`config.mk`:
```
export PLATFORM = sky130hd
export DESIGN_NAME = tp_ram
export DESIGN_NICKNAME = d
export VERILOG_FILES = /design/src/rtl/tp_ram.sv
export SDC_FILE = /design/constraint.sdc
export NUM_CORES = 1
export LEC_CHECK = 0
export CELL_PAD_IN_SITES_DETAIL_PLACEMENT = 0
export CELL_PAD_IN_SITES_GLOBAL_PLACEMENT = 2
export CORE_MARGIN = 1.5
export CORE_UTILIZATION = 50
export DETAILED_ROUTE_END_ITERATION = 7
export PLACE_DENSITY = 0.95
export SYNTH_ARGS = -nofsm -noshare
export SYNTH_HDL_FRONTEND = slang
export SYNTH_SLANG_ARGS = --single-unit
```
`constraint.sdc`:
```
create_clock -name clk -period 4.2 [get_ports clk]
set_clock_uncertainty 0.2 [all_clocks]
set_input_delay 1.05 -clock clk [delete_from_list [all_inputs] [get_ports clk]]
set_output_delay 1.05 -clock clk [all_outputs]
set_load 0.02 [all_outputs]
```
`src/rtl/tp_ram.sv`:
```
`default_nettype none
// ----------------------------------------------------------------------------
// Module  : tp_ram
// Brief   : True dual-port synchronous RAM, registered read address, port A
//           wins same-address write collisions.
// Revision: 1.0
// ----------------------------------------------------------------------------
module tp_ram #(
  parameter int aw = 5,
  parameter int dw = 16
) (
  input  logic          clk,
  input  logic          rst,
  input  logic          ce_a,
  input  logic          we_a,
  input  logic          oe_a,
  input  logic [aw-1:0] addr_a,
  input  logic [dw-1:0] di_a,
  output logic [dw-1:0] do_a,
  input  logic          ce_b,
  input  logic          we_b,
  input  logic          oe_b,
  input  logic [aw-1:0] addr_b,
  input  logic [dw-1:0] di_b,
  output logic [dw-1:0] do_b
);

  localparam int c_depth = 2 ** aw;

  logic [dw-1:0] mem [0:c_depth-1];
  logic [aw-1:0] r_ra_a;
  logic [aw-1:0] r_ra_b;
  logic          w_wr_a;
  logic          w_wr_b;

  assign w_wr_a = ce_a & we_a;
  assign w_wr_b = ce_b & we_b;

  // Port A is written last so it overrides port B on a same-address collision.
  always_ff @(posedge clk) begin
    if (w_wr_b) mem[addr_b] <= di_b;
    if (w_wr_a) mem[addr_a] <= di_a;
  end

  always_ff @(posedge clk or posedge rst) begin
    if (rst) begin
      r_ra_a <= '0;
      r_ra_b <= '0;
    end else begin
      if (ce_a) r_ra_a <= addr_a;
      if (ce_b) r_ra_b <= addr_b;
    end
  end

  // Reading through the registered address gives write-first behaviour on both ports.
  assign do_a = oe_a ? mem[r_ra_a] : '0;
  assign do_b = oe_b ? mem[r_ra_b] : '0;

endmodule
`default_nettype wire

```
# Word-level counts from Yosys, hierarchy flattened
# Memory sizes are Yosys's and may differ from the RTL's.
# Index checks and enable logic that the tools add are counted.
# totals
ff_bits,10
ram_bits,512
word_cells,11
mem_count,1
# mem_list
name,depth,word_bits,read_ports,rd_ports_with_merged_regs,write_ports,line,rtl
mem,32,16,2,0,2,30,logic [dw-1:0] mem [0:c_depth-1];
# op_classes
muxes,6
n_bitwise,2
# ops
operator,n
2-to-1 mux 16 bit,2
2-to-1 mux 1 bit,4
bitwise AND 1 bit,2

# Depth between registers and ports, before layout
# Gate-level depths: netlist of run 1.
# depth
ltp_word,3
mapped_depth,9
mapped_depth_nobuf,4

# Least setup slack after synthesis of run 1
# Ideal clock, no wire load.
# synth_timing
path_type,input to register
startpoint,input addr_b[2]
endpoint,"memory mem[5][0], enable pin"
setup_time_ns,0.411
arrival_ns,2.951
required_time_ns,3.589
setup_slack_ns,0.638
stages,3
path_buffers,1
path_cell_list,clkbuf_1 > or3b_2 > o21ai_0
# synth_rtl
element,line,rtl
start: declaration,23,"input logic [aw-1:0] addr_b,"
end: declaration,30,

# Final worst setup path of run 1
# layout_timing
startpoint,register r_ra_a[1]
endpoint,output do_a[10]
# layout_between
elab_chain_cells,2
# layout_rtl
element,line,rtl
start: declaration,31,logic [aw-1:0] r_ra_a;
start signal: assignment,50,if (ce_a) r_ra_a <= addr_a;
memory (32 x 16 bit),n/a,
2-to-1 mux 16 bit,56,assign do_a = oe_a ? mem[r_ra_a] : '0;
end: declaration,19,"output logic [dw-1:0] do_a,"
# Every way passes these cells.

==> results.md, run 1 <==
- Along the worst hold path, the cell count comes to 1.
- The count of nets left with antenna violations once routing finished came out at 0.
- The count of input and output buffers is 81.
- The via count of the first global-routing pass is 21.0k.
- The maximum root-to-sink buffer count is 3.
- The type of element launching the critical path is a flop.
- The met2 wire length is 46.4 mm.
- The number of nets handed over by synthesis was 1,966.
- The first-pass iteration count of the detailed router is 6.
- The first global-routing pass estimated 146 mm of wire.
- The depth of the most critical reg-to-reg path is 3.
- The root buffer cell chosen for the clock tree is clkbuf_16.
- Traced cell by cell, the critical path runs through buf_4 > buf_6 > buf_16 > buf_12 > mux4_2 > mux2_2 > o221ai_1 > a31oi_1 > buf_2.
- The netlist area before placement is 0.0309 mm².
- The width of the die is 252 µm.
- The worst path uses 98.9% of the clock period.
- By area, the combinational part of the netlist is dominated by multiplexers.
- The required arrival time at the worst endpoint is 2.95 ns.
- The endpoint kind of the worst setup timing path is a primary output.
- The run finished with clean final reports.
- The fraction of synthesized cell area taken by the top area cell type is 49.7%.
- The start of the worst register-to-register path is r_ra_b[0].
- The multi-input gate area in the final layout is 0.0144 mm².
- The die is 252 µm tall.
- Of all nets on the critical path, the largest fanout is 5.
- The overall power after layout is 0.0135 W.
- Setup repair after global routing could not meet its margin everywhere.
- Of the total synthesized cell area, the portion taken by XOR and XNOR cells is 0%.
- The endpoint identified for the worst register-to-register timing path is r_ra_b[0].
- The number of violations of the max-capacitance limit is 0.
- The number of antenna violations at the first check in global routing is 3.
- In this run the top signal layer used is met5.
- Summing all flip-flop and latch instances after layout gives 0.0156 mm².
- The routed design could run at a clock period as short as 4.15 ns.
- The min-delay analysis places its worst path in the category reg -> reg.
- In the detailed route, the total length drawn on met3 is 11.2 mm.
- Averaged over all synthesized cells, the footprint is 16.2 µm².
- The fraction of the mapped netlist area in adder cells is 0%.
- The via-per-instance ratio is 7.20.
- The number of rows in the core area is 91.
- The max-slew violation count was 0.
- The peak supply drop is 0.317 mV.
- The sequential cell area fraction in the yosys report is 50.5%.
- TritonCTS built the clock tree.
- After routing, the total negative slack on setup checks comes to 0 ns.
- The final hold violation count is 0.
- The clock latency of the later-clocked register in the worst-skew pair is 0.62 ns.
- In this design, the stage delay of the slowest critical-path cell is 0.49 ns.
- The region available for standard cell placement spans 0.0615 mm².
- The die covers 0.0634 mm².
- The maximum level of the CTS H-tree is 2.
- The upper clock frequency limit is 241 MHz.
- Entering global routing, the biggest net connects 41 pins.
- The total clock sinks is 522.
- The number of different library cells used by synthesis comes to 40.
- After detailed routing, the average wire length per cell comes to 35.1 µm.
- During I/O placement, the number of pins put on the boundary was 82.
- The detailed router finished its first iteration with 2,676 violations.
- In the routed design, unresolved DRC markers number 0.
- After the last flow step, the layout net total stands at 2,082.
- The number of failing setup endpoints in the final timing report is 0.
- Buffers inserted during clock tree synthesis total 56.
- The multiplexer area fraction after synthesis is 39.6%.
- The detailed-route wire length on metal 1 is 37.0 mm.
- For this design the ratio of total power to cell area is 376 mW/mm².
- The post-synthesis compound-gate area fraction is 4.24%.
- The finished layout cell area is 0.0359 mm².
- The slowest stage of the critical path is the dfrtp_4 cell.
- The worst hold path begins at r_ra_a[3].
- The largest total area in the synthesized netlist belongs to edfxtp_1.
- The relative slew slack is 11.6%.
- For the pin with the worst max-slew slack, the measured transition is 1.32 ns.
- Across every metal layer, demand over resource in global routing totals 31.8%.
- Once placement completed, the tool counted placed cells totaling 2,741.
- The register bit total from synthesis is 522.
- Synthesis produced a netlist whose cell count is 1,916.
- The final standard cell count with taps included and fillers excluded is 2,871.
- Summed over all layers, the global routing overflow is 0.
- The total wirelength of the detailed-routed design is 101 mm.
- The area growth from synthesis to layout is 16.2%.
- The path with the worst hold slack has its endpoint at r_ra_a[3].
- The post-route netlist has 57.9% of its cells at a drive strength greater than 1.
- Yosys printed 0 warnings.
- After detailed placement, the total cell area comes to 0.0337 mm².
- The starting density of the core is 50.3%.
- After Yosys synthesis, and, or, nand and nor cells account for 2.01% of the synthesized area.
- The critical path data arrival time is 2.90 ns.
- The congestion estimate from routability-driven global placement came to 0.967.
- Counting the fill cells in the layout gives 4,611.
- Detailed placement ended at an HPWL of 65.6 mm.
- Across all register-to-register paths, the minimum setup slack is 2.73 ns.
- In this run the static leakage power is 11.8 nW.
- Yosys attributes the largest share of cell area to edfxtp_1 (50%), mux2_2 (21%), mux4_2 (16%), mux2i_1 (2.1%), clkbuf_1 (1.8%).
- The clock edge transition at the registers on the reported setup and hold paths is 0.06 ns.
- The critical path in this run is classified as reg -> out.
- The via count is 20.7k.
-- area by class of cell --
type | instances | share of cell area (%)
Sequential cell | 522 | 43.5
Multi-Input combinational cell | 1157 | 40.1
Timing Repair Buffer | 291 | 8.29
Clock buffer | 68 | 4.19
Tap cell | 790 | 2.75
Clock inverter | 36 | 1.12
Inverter | 4 | 0.0418
Antenna cell | 3 | 0.0209
-- report_power, final --
group / internal [W] / switching, W / total (W)
logic: 0.00113 / 0.00130 / 0.00243
registers: 0.00581 / 0.0000683 / 0.00588
clock network: 0.00309 / 0.00212 / 0.00521
total: 0.0100 / 0.00349 / 0.0135
-- metal layers --
| layer | global-route usage, % | vias up |
|---|---|---|
| met5 | 0 | - |
| met2 | 49.4 | 1538 |
| met1 | 42.1 | 10681 |
| met4 | 18.1 | 2 |
| li1 | - | 8152 |
| met3 | 6.34 | 294 |
-- sequential cells by signal (all words and copies together), names as in the netlist --
register	flops
mem	512
r_ra_a	5
r_ra_b	5
-- logic make-up (layout without fill, tap and decap cells) --
group | Yosys count | after routing
AOI/OAI and AO/OA | 186 | 186
buffers and inverters | 237 | 399
DFF | 522 | 522
muxes | 872 | 872
other | 0 | 3
and+or+nand+nor | 99 | 99
-- repair_timing --
item                       in CTS  in global routing
cloned                          2                  3
hold buffers                    0                  0
setup endpoints to repair      32                 27
gates resized for setup        94                 45
setup buffers                  18                  0
-- metrics by stage --
stage / util, % / worst slack (ns) / hold slack, ns
after floorplan: - / 0.638 / 0.551
after global placement: 54.8 / 0.148 / 0.483
after detailed placement: 54.8 / 0.109 / 0.492
after CTS: 58.4 / -0.0235 / 0.506
after global routing: 58.5 / -0.0315 / 0.532
final: 58.5 / 0.0462 / 0.519
-- cell usage after synthesis --
| library cell | number |
|---|---|
| mux2_2 | 581 |
| edfxtp_1 | 512 |
| mux4_2 | 223 |
| clkbuf_1 | 146 |
| mux2i_1 | 64 |
| buf_2 | 44 |
| o21ai_0 | 42 |
| a22oi_1 | 32 |
| a31oi_1 | 32 |
| o221ai_1 | 32 |
| buf_4 | 29 |
| nand2_1 | 27 |
| a221oi_1 | 24 |
| o22ai_1 | 16 |
| nor2_4 | 12 |
| dfrtp_1 | 10 |
| nand2_2 | 10 |
| nor2_1 | 9 |
| o2111ai_1 | 8 |
| buf_1 | 6 |
| buf_6 | 6 |
| nand3b_1 | 6 |
| nor2b_1 | 6 |
| nand3_1 | 5 |
| nor2_2 | 4 |
| mux2_1 | 3 |
| nand2b_1 | 3 |
| nor3b_2 | 3 |
| or3_1 | 3 |
| and2_1 | 2 |
| buf_8 | 2 |
| inv_1 | 2 |
| nand4_1 | 2 |
| nor3_2 | 2 |
| or2_2 | 2 |
| or3b_2 | 2 |
| clkinv_1 | 1 |
| inv_2 | 1 |
| mux4_1 | 1 |
| nor3_1 | 1 |
-- worst max-delay path, delay by kind of cell (launching register included) --
kind	cells	cell delay, ns
multiplexers	2	0.77
AO/OA/AOI/OAI	2	0.26
flip-flops	1	0.49
buffers and inverters	5	0.76
-- cells in the final DEF, fill, tap and decap left out, types with 7 or more instances in the layout --
cell             synthesis  final
a221oi_1                24     24
a22oi_1                 32     28
a31oi_1                 32     32
buf_12                   0     38
buf_4                   29    155
buf_6                    6      7
bufinv_16                0      9
clkbuf_1               146      7
clkbuf_16                0     60
clkbuf_2                 0     12
clkdlybuf4s50_1          0     49
clkinv_1                 1     11
clkinv_2                 0     14
edfxtp_1               512    512
mux2_2                 581    579
mux2i_1                 64     64
mux4_2                 223    223
nand2_1                 27     27
nand2_2                 10     10
nor2_1                   9      8
nor2_4                  12     13
o2111ai_1                8      8
o21ai_0                 42     23
o21ai_2                  0     16
o221ai_1                32     31
o22ai_2                  0     16
-- worst max-delay path by stage --
stage | to | cells after the start | slack, ns | from
detailed placement | do_a[3] | 5 | 0.11 | oe_a
global placement | do_a[6] | 5 | 0.15 | oe_a
finish | do_a[10] | 9 | 0.05 | r_ra_a[1]
floorplan | mem[5][0] | 3 | 0.64 | addr_b[2]
global route | do_b[10] | 7 | -0.03 | r_ra_b[0]
CTS | do_b[9] | 7 | -0.02 | r_ra_b[0]
Power figures use the tool's default switching activity.
==> run 2, diff against run 1 <==
- CAP_MARGIN: unset -> 0
==> results of run 2 <==
Final layout, timing and power as in run 1 (identical DEF).
